File: config.mk
export PLATFORM = sky130hd
export DESIGN_NAME = hsv_threshold_calibrator
export DESIGN_NICKNAME = d
export VERILOG_FILES = /design/src/rtl/airpong_pkg.sv /design/src/rtl/hsv_window_calc.sv /design/src/rtl/hsv_threshold_calibrator.sv
export SDC_FILE = /design/constraint.sdc
export NUM_CORES = 1
export LEC_CHECK = 0
export CAP_MARGIN = 25
export CORE_AREA = 2 2 139 141
export CTS_BUF_LIST = sky130_fd_sc_hd__clkbuf_16
export CTS_CLUSTER_DIAMETER = 40
export CTS_CLUSTER_SIZE = 24
export DETAILED_ROUTE_END_ITERATION = 12
export DIE_AREA = 0 0 141 143
export SLEW_MARGIN = 20
export SYNTH_ARGS = -nofsm -noshare
export SYNTH_HDL_FRONTEND = slang
export SYNTH_SLANG_ARGS = --single-unit
File: constraint.sdc
create_clock -name clk -period 1.8 [get_ports clk]
set_input_delay 0.36 -clock clk [delete_from_list [all_inputs] [get_ports clk]]
set_output_delay 0.36 -clock clk [all_outputs]
set_load 0.01 [all_outputs]
File: src/rtl/airpong_pkg.sv
// Shared AirPong definitions: HSV channel width, calibrator states and the
// fully-open threshold window used after reset.
package airpong_pkg;

  localparam int HSV_W = 8;

  // Fully-open window: every pixel passes until a calibration completes.
  localparam logic [HSV_W-1:0] WIN_LO_RST = 8'd0;
  localparam logic [HSV_W-1:0] WIN_HI_RST = 8'd255;

  typedef enum logic [2:0] {
    IDLE       = 3'd0,
    WAIT_FRAME = 3'd1,
    ACCUM      = 3'd2,
    AVG        = 3'd3,
    UPDATE     = 3'd4
  } cal_state_t;

endpackage

File: src/rtl/hsv_window_calc.sv
// One channel's threshold window: lo/hi = avg -/+ margin, either clamped to
// 0..255 or wrapped modulo 256 when wrap is high (hue is a circular quantity).
import airpong_pkg::*;

module hsv_window_calc (
  input  logic [HSV_W-1:0] avg,
  input  logic [HSV_W-1:0] margin,
  input  logic             wrap,
  output logic [HSV_W-1:0] lo,
  output logic [HSV_W-1:0] hi
);

  logic [HSV_W:0] lo_ext;
  logic [HSV_W:0] hi_ext;

  // Nine-bit difference/sum; bit 8 flags underflow (lo) or overflow (hi).
  always_comb begin
    lo_ext = {1'b0, avg} - {1'b0, margin};
    hi_ext = {1'b0, avg} + {1'b0, margin};
    if (wrap) begin
      lo = lo_ext[HSV_W-1:0];
      hi = hi_ext[HSV_W-1:0];
    end else begin
      lo = lo_ext[HSV_W] ? WIN_LO_RST : lo_ext[HSV_W-1:0];
      hi = hi_ext[HSV_W] ? WIN_HI_RST : hi_ext[HSV_W-1:0];
    end
  end

endmodule

File: src/rtl/hsv_threshold_calibrator.sv
// Averages the selected pixel's H/S/V over 2^LOG2_FRAMES frames after a start
// pulse and publishes avg +/- margin windows for the colour-tracking mask.
// Optional build macro: AIRPONG_HUE_WRAP_EN (hue window wraps modulo 256).
import airpong_pkg::*;

module hsv_threshold_calibrator #(
  parameter int LOG2_FRAMES = 4,
  parameter int H_MARGIN    = 10,
  parameter int S_MARGIN    = 40,
  parameter int V_MARGIN    = 40
) (
  input  logic             clk,
  input  logic             reset,
  input  logic             start,
  input  logic             frame_tick,
  input  logic [HSV_W-1:0] h_sel,
  input  logic [HSV_W-1:0] s_sel,
  input  logic [HSV_W-1:0] v_sel,
  output logic [HSV_W-1:0] h_lo,
  output logic [HSV_W-1:0] h_hi,
  output logic [HSV_W-1:0] s_lo,
  output logic [HSV_W-1:0] s_hi,
  output logic [HSV_W-1:0] v_lo,
  output logic [HSV_W-1:0] v_hi,
  output logic             busy,
  output logic             done,
  output logic             valid
);

  localparam int ACC_W = HSV_W + LOG2_FRAMES;
  localparam int CNT_W = LOG2_FRAMES + 1;
  // Counter value seen on the tick that takes the final sample.
  localparam logic [CNT_W-1:0] LAST_CNT = CNT_W'((1 << LOG2_FRAMES) - 1);
  localparam logic [HSV_W-1:0] H_M = HSV_W'(H_MARGIN);
  localparam logic [HSV_W-1:0] S_M = HSV_W'(S_MARGIN);
  localparam logic [HSV_W-1:0] V_M = HSV_W'(V_MARGIN);

`ifdef AIRPONG_HUE_WRAP_EN
  localparam logic HUE_WRAP = 1'b1;
`else
  localparam logic HUE_WRAP = 1'b0;
`endif

  cal_state_t       state;
  cal_state_t       next_state;
  logic [ACC_W-1:0] h_acc;
  logic [ACC_W-1:0] s_acc;
  logic [ACC_W-1:0] v_acc;
  logic [CNT_W-1:0] count;
  logic [HSV_W-1:0] h_avg;
  logic [HSV_W-1:0] s_avg;
  logic [HSV_W-1:0] v_avg;
  logic [HSV_W-1:0] h_lo_calc;
  logic [HSV_W-1:0] h_hi_calc;
  logic [HSV_W-1:0] s_lo_calc;
  logic [HSV_W-1:0] s_hi_calc;
  logic [HSV_W-1:0] v_lo_calc;
  logic [HSV_W-1:0] v_hi_calc;

  // Truncating division by the frame count; the upper bits are always zero.
  assign h_avg = HSV_W'(h_acc >> LOG2_FRAMES);
  assign s_avg = HSV_W'(s_acc >> LOG2_FRAMES);
  assign v_avg = HSV_W'(v_acc >> LOG2_FRAMES);

  hsv_window_calc u_h_win (.avg(h_avg), .margin(H_M), .wrap(HUE_WRAP), .lo(h_lo_calc), .hi(h_hi_calc));
  hsv_window_calc u_s_win (.avg(s_avg), .margin(S_M), .wrap(1'b0),     .lo(s_lo_calc), .hi(s_hi_calc));
  hsv_window_calc u_v_win (.avg(v_avg), .margin(V_M), .wrap(1'b0),     .lo(v_lo_calc), .hi(v_hi_calc));

  // Next-state logic; start is only honoured from IDLE.
  always_comb begin
    next_state = state;
    case (state)
      IDLE: begin
        if (start) next_state = WAIT_FRAME;
        else       next_state = IDLE;
      end
      WAIT_FRAME: begin
        if (frame_tick) next_state = ACCUM;
        else            next_state = WAIT_FRAME;
      end
      ACCUM: begin
        if (frame_tick && (count == LAST_CNT)) next_state = AVG;
        else                                   next_state = ACCUM;
      end
      AVG:     next_state = UPDATE;
      UPDATE:  next_state = IDLE;
      default: next_state = IDLE;
    endcase
  end

  // State, accumulators and registered outputs. The averaged windows are
  // captured on the AVG edge so done and the new thresholds appear together
  // two cycles after the last sampled tick, during the UPDATE cycle.
  always_ff @(posedge clk) begin
    if (reset) begin
      state <= IDLE;
      h_acc <= '0;
      s_acc <= '0;
      v_acc <= '0;
      count <= '0;
      h_lo  <= WIN_LO_RST;
      h_hi  <= WIN_HI_RST;
      s_lo  <= WIN_LO_RST;
      s_hi  <= WIN_HI_RST;
      v_lo  <= WIN_LO_RST;
      v_hi  <= WIN_HI_RST;
      busy  <= 1'b0;
      done  <= 1'b0;
      valid <= 1'b0;
    end else begin
      state <= next_state;
      busy  <= (next_state != IDLE);
      done  <= (state == AVG);
      case (state)
        IDLE: begin
          if (start) begin
            h_acc <= '0;
            s_acc <= '0;
            v_acc <= '0;
            count <= '0;
          end
        end
        ACCUM: begin
          if (frame_tick) begin
            h_acc <= h_acc + ACC_W'(h_sel);
            s_acc <= s_acc + ACC_W'(s_sel);
            v_acc <= v_acc + ACC_W'(v_sel);
            count <= count + CNT_W'(1);
          end
        end
        AVG: begin
          h_lo  <= h_lo_calc;
          h_hi  <= h_hi_calc;
          s_lo  <= s_lo_calc;
          s_hi  <= s_hi_calc;
          v_lo  <= v_lo_calc;
          v_hi  <= v_hi_calc;
          valid <= 1'b1;
        end
        default: begin
        end
      endcase
    end
  end

endmodule

==> results.sh, run 1 <==
export IMPL_fill_cells=1862
export IMPL_crit_chain="clkdlybuf4s50_1 -> ha_1 -> nand4_1 -> nor3_2 -> o21ai_2 -> or3_1 -> a21oi_1"
export IMPL_combPwrFrac=0.113
export IMPL_p_leak_nw=2.759
export IMPL_critPathArrivalTime_ps=2060
export IMPL_pin_count=79
export IMPL_layout_common_cells="91 x dfxtp_1, 85 x buf_4, 64 x clkdlybuf4s50_1"
export IMPL_wire_per_inst_um=14.02
export IMPL_gr_total_overflow=0
export IMPL_row_count=50
export IMPL_fin_crit_ps=1780
export IMPL_place_congestion=0.8238
export IMPL_die_h_um=143
export IMPL_dpl_cell_count=895
export IMPL_cts_tree="yes"
export IMPL_path_buf_inv=1
export IMPL_synth_distinct_cells=48
export IMPL_cpPeakStageDelay_ps=440
export IMPL_worstMarginPinSlew_ps=465.2
export IMPL_start_kind="input port"
export IMPL_slowest_stage="clkdlybuf4s50_1"
export IMPL_skew_ps=6.655
export IMPL_drc=0
export IMPL_grt_antenna_before_repair=0
export IMPL_fin_cells=917
export IMPL_netlist_area_sq_um=4771
export IMPL_io_buffers=78
export IMPL_rsz0062_at_grt="true"
export IMPL_p_sw_mw=1.124
export IMPL_outcome="finished, final reports clean"
export IMPL_worstHoldPathType="in -> reg"
export IMPL_die_area_sq_um=20160
export IMPL_timing_critical_path_fanout_max=3
export IMPL_grt_pass1_wl_um=20450
export IMPL_seqPwrFrac=0.469
export IMPL_grt_max_degree=57
export IMPL_drt_initial_drc_count=231
export IMPL_finalMaxSlewViolations=0
export IMPL_crit_required_ps=2080
export IMPL_core_sq_um=18580
export IMPL_synth_seq_area_share=0.3986
export IMPL_final_hold_violation_count=0
export IMPL_clkSlewWorstSetupHoldPaths_ps=70
export IMPL_top_regs="h_acc: 12 flops, s_acc: 12 flops, v_acc: 12 flops"
export IMPL_die_w_um=141
export IMPL_tns_ps=0
export IMPL_cts_root_buf="clkbuf_16"
export IMPL_power_share_clock=0.418
export IMPL_fmax_mhz=561.9
export IMPL_grt_pass1_vias=4020
export IMPL_synth_edf_count=0
export IMPL_rrSetupSlack_ps=20
export IMPL_internal_power_mw=3.476
export IMPL_fin_util=0.3760
export IMPL_vias=4317
export IMPL_synth_ff_type="dfxtp_1"
export IMPL_cp_end_kind="register"
export IMPL_synth_seq_cells=95
export IMPL_start_util=0.2568
export IMPL_firstDrtPassIters=4
export IMPL_wirelength_um=12860
export IMPL_diodes=0
export IMPL_clock_sinks=95
export IMPL_viasPerCell=4.708
export IMPL_nets=741
export IMPL_syn_inst=538
export IMPL_peakVddDrop_mv=0.4376
export IMPL_fin_crit_sh=0.9887
export IMPL_yosysWarnings=0
export IMPL_cap_violations=0
export IMPL_layout_commonest_cell="dfxtp_1"
export IMPL_cts_buffer_depth=2
export IMPL_numCtsBuffers=9
export IMPL_cp_top_family="simple AND/OR/NAND/NOR gates"
export IMPL_syn_num_nets=601
export IMPL_setup_viol=0
export IMPL_layout_drive_gt1_share=0.2138
export IMPL_synthToLayoutAreaGrowth_pct=46.45
export IMPL_power_mw=4.600
export IMPL_dp_hpwl_um=9337
export IMPL_p_sw_frac=0.2444
export IMPL_hold_ws_ps=437.6
export IMPL_clk_latency_ps=340
export IMPL_postCtsHoldBufs=0
export IMPL_avgSynthCellArea_sq_um=8.868
export IMPL_async_reset_ff_frac=0
export IMPL_grt_usage=0.1260
export IMPL_htree_levels=3
export IMPL_powerDensity_nw_per_um2=658.4
export IMPL_path_class="in -> reg"
export IMPL_final_antenna_net_count=0
export IMPL_relSlewSlack=0.6878
==> synth_stat cells (14+ instances only) <==
library cell	n	area share
a21oi_1	28	0.029
a22o_1	14	0.026
a22oi_1	31	0.049
clkbuf_1	26	0.020
dfxtp_1	95	0.40
ha_1	32	0.084
inv_1	20	0.016
nand2_1	23	0.018
nor2_1	60	0.047
nor3_1	14	0.015
o21ai_0	22	0.023
xnor2_1	18	0.033
xor2_1	19	0.035
==> worst reg2reg max path, cell delays in order, from the launching register on <==
cell,delay (ps)
dfxtp_2,330
ha_4,160
fa_2,360
a21oi_4,190
o221ai_4,150
or2_4,260
a32o_1,210
==> power groups by stage <==
stage	logic (mW)	clock network, mW	registers (mW)
after floorplan	0.227	0	2.20
after global placement	0.474	0	2.20
after detailed placement	0.476	0	2.20
final	0.519	1.92	2.16
after CTS	0.490	1.99	2.15
after global routing	0.568	2.07	2.16
==> cells by family after synthesis <==
family          Yosys count  synth area share
compound gates          168            0.2413
simple gates            143            0.1398
flops                    95            0.3986
buf+inv                  55           0.04511
xor+xnor                 37           0.06793
fa+ha+maj                35           0.09651
mux                       5           0.01075
==> through the flow <==
stage | cell area, sq um | setup WS (ps)
floorplan | 4801 | -1.651
global placement | 6347 | -515.0
detailed placement | 6347 | -540.0
CTS | 6770 | 1.097
global route | 6987 | -52.03
finish | 6987 | 20.34
==> repair_timing <==
action                     CTS  global route
setup buffers                3             3
pin swaps                   12            23
setup endpoints to repair   20            56
resized for setup           24            37
==> layer usage <==
| layer | GRT usage | wire length, um | vias to the layer above |
|---|---|---|---|
| met4 | 0.04368 | 196 | 0 |
| met2 | 0.1902 | 5786 | 57 |
| met1 | 0.1779 | 6520 | 2001 |
| met5 | 0 | 0 | - |
| met3 | 0.02683 | 355 | 12 |
| li1 | - | - | 2247 |
==> path summary, 6_finish.rpt <==
check                   startpoint                     end  depth (start not counted)
max                       h_sel[5]  h_acc[11]$_SDFFE_PP0P_                          7
min                          reset   v_acc[1]$_SDFFE_PP0P_                          3
max reg2reg  v_acc[0]$_SDFFE_PP0P_   v_acc[6]$_SDFFE_PP0P_                          6
min reg2reg   v_hi[2]$_SDFFE_PP1P_    v_hi[2]$_SDFFE_PP1P_                          2
==> area by class of cell <==
| type | instances | area (sq um) | share of cell area |
|---|---|---|---|
| Tap cell | 234 | 292.8 | 0.04191 |
| Clock buffer | 9 | 225.2 | 0.03223 |
| Timing Repair Buffer | 164 | 1436 | 0.2056 |
| Inverter | 20 | 75.07 | 0.01074 |
| Sequential cell | 95 | 1907 | 0.2729 |
| Clock inverter | 7 | 73.82 | 0.01057 |
| Multi-Input combinational cell | 388 | 2977 | 0.4260 |
Note: power is estimated with default switching activity, not from simulation.
==> run 2: changes to the inputs <==
- CTS_CLUSTER_SIZE: 24 -> default
==> results of run 2 <==
The final DEF is identical to that of run 1; final timing and power are the same.
==> run 3: changes to the inputs <==
- MAX_ROUTING_LAYER: default -> met4
==> run 3 against run 2 <==
Clock skew decreased by 1.1 ps. Clock power hardly changed. Utilization is the same. Count of clock-buffer cells in the layout did not move. Global-route usage rose by 0.38 points. Largest power group unchanged. Highest routed layer unchanged.
==> results.sh, run 3 (same netlist as run 1, synthesis figures left out) <==
export IMPL_cp_top_family="simple AND/OR/NAND/NOR gates"
export IMPL_numCtsBuffers=9
export IMPL_timing_critical_path_fanout_max=3
export IMPL_finalMaxSlewViolations=0
export IMPL_pre_cts_slack_ps=-540.0
export IMPL_io_buffers=78
export IMPL_r2r_end="v_acc[6]$_SDFFE_PP0P_"
export IMPL_dpl_cell_count=895
export IMPL_crit_chain="clkdlybuf4s50_1 -> ha_1 -> nand4_1 -> nor3_2 -> o21ai_2 -> or3_1 -> a21oi_1"
export IMPL_setup_viol=0
export IMPL_dp_hpwl_um=9337
export IMPL_outcome="finished, final reports clean"
export IMPL_grt_max_degree=57
export IMPL_clock_sinks=95
export IMPL_die_h_um=143
export IMPL_fmax_mhz=562.1
export IMPL_fin_crit_sh=0.9884
export IMPL_viasPerCell=4.723
export IMPL_seqPwrFrac=0.468
export IMPL_htree_levels=3
export IMPL_rsz0062_at_grt="true"
export IMPL_top_regs="h_acc: 12 flops, s_acc: 12 flops, v_acc: 12 flops"
export IMPL_powerDensity_nw_per_um2=659.1
export IMPL_min_from="reset"
export IMPL_layout_commonest_cell="dfxtp_1"
export IMPL_start_util=0.2568
export IMPL_row_count=50
export IMPL_finalWorstSetupSlack_ps=20.82
export IMPL_cts_buffer_depth=2
export IMPL_grt_antenna_before_repair=0
export IMPL_clkSlewWorstSetupHoldPaths_ps=70
export IMPL_combPwrFrac=0.113
export IMPL_p_leak_nw=2.759
export IMPL_layout_drive_gt1_share=0.2138
export IMPL_worstHoldPathType="in -> reg"
export IMPL_relSlewSlack=0.6862
export IMPL_min_to="valid$_SDFFE_PP0P_"
export IMPL_core_sq_um=18580
export IMPL_p_sw_frac=0.2452
export IMPL_skew_ps=5.567
export IMPL_slowest_stage="clkdlybuf4s50_1"
export IMPL_cts_tree="yes"
export IMPL_cp_end_kind="register"
export IMPL_grt_pass1_wl_um=20470
export IMPL_whs_path_depth=3
export IMPL_critPathArrivalTime_ps=2060
export IMPL_cpPeakStageDelay_ps=440
export IMPL_fin_util=0.3760
export IMPL_firstDrtPassIters=4
export IMPL_path_buf_inv=1
export IMPL_layout_common_cells="91 x dfxtp_1, 85 x buf_4, 64 x clkdlybuf4s50_1"
export IMPL_wire_per_inst_um=14.01
export IMPL_cts_root_buf="clkbuf_16"
export IMPL_wirelength_um=12840
export IMPL_gr_total_overflow=0
export IMPL_fill_cells=1862
export IMPL_crit_cells=7
export IMPL_place_congestion=0.8363
export IMPL_die_area_sq_um=20160
export IMPL_rr_worst_depth=6
export IMPL_internal_power_mw=3.476
export IMPL_grt_pass1_vias=4018
export IMPL_place_area_sq_um=6347
export IMPL_path_class="in -> reg"
export IMPL_die_w_um=141
export IMPL_pin_count=79
export IMPL_peakVddDrop_mv=0.4417
export IMPL_clk_latency_ps=350
export IMPL_synthToLayoutAreaGrowth_pct=46.45
export IMPL_drt_initial_drc_count=222
export IMPL_diodes=0
export IMPL_fin_cells=917
export IMPL_fin_crit_ps=1779
export IMPL_worstMarginPinSlew_ps=467.5
export IMPL_timing_rr_start="v_acc[0]$_SDFFE_PP0P_"
export IMPL_cap_violations=0
export IMPL_crit_required_ps=2080
export IMPL_p_sw_mw=1.129
export IMPL_nets=741
export IMPL_start_kind="input port"
export IMPL_final_antenna_net_count=0
export IMPL_fin_area_sq_um=6987
export IMPL_rrSetupSlack_ps=20
export IMPL_hold_ws_ps=435.6
export IMPL_vias=4331
export IMPL_power_share_clock=0.419
export IMPL_final_hold_violation_count=0
export IMPL_grt_usage=0.1299
export IMPL_drc=0
[run 3: cell counts in the layout (fill, tap and decap cells not counted)]
Identical to the previous run, type by type.
[run 3: how the worst max path moves through the flow]
stage / from / endpoint / slack [ps]
CTS: v_sel[2] / v_acc[11]$_SDFFE_PP0P_ / 1
detailed placement: v_sel[0] / v_acc[6]$_SDFFE_PP0P_ / -540
floorplan: v_sel[0] / v_acc[6]$_SDFFE_PP0P_ / -2
global route: v_acc[0]$_SDFFE_PP0P_ / v_acc[10]$_SDFFE_PP0P_ / -50
global placement: v_sel[0] / v_acc[6]$_SDFFE_PP0P_ / -510
finish: h_sel[5] / h_acc[11]$_SDFFE_PP0P_ / 20
[run 3: worst min-delay path: cells and delay by family]
family | cells | cell delay, ps
buffers and inverters | 2 | 320
and+or+nand+nor | 1 | 60
[run 3: metal layers]
layer  GRT usage  part of all wire  vias to the layer above
li1            -                 -                     2249
met1      0.1791              0.50                     1999
met3     0.02414             0.033                       13
met4     0.04684             0.016                        0
met5           -                 0                        -
met2      0.1897              0.45                       70
[run 3: repair_timing]
action | in CTS | in global routing
pin swaps | 12 | 23
endpoints found under the setup margin | 20 | 56
gates resized for setup | 24 | 37
buffers inserted | 3 | 3
hold buffers | 0 | 0
[run 3: power groups by stage]
stage               Combinational, mW  Clock (mW)  Sequential, mW
floorplan                       0.227           0            2.20
global placement                0.474           0            2.20
detailed placement              0.476           0            2.20
CTS                             0.490        1.99            2.15
global route                    0.568        2.08            2.16
finish                          0.519        1.93            2.16
[run 3: area by class of cell]
class	instances	area [sq um]	share of cell area
multi-input cells	388	2977	0.4260
flip-flops and latches	95	1907	0.2729
repair buffers	164	1436	0.2056
well taps	234	292.8	0.04191
clock buffers	9	225.2	0.03223
inverters	20	75.07	0.01074
clock inverters	7	73.82	0.01057
[run 3: metrics by stage]
stage	power, mW	TNS [ps]
2_1_floorplan	2.423	-1.651
3_3_place_gp	2.673	-14560
3_5_place_dp	2.675	-14460
4_1_cts	4.627	0
5_1_grt	4.802	-191.4
6_report	4.605	0
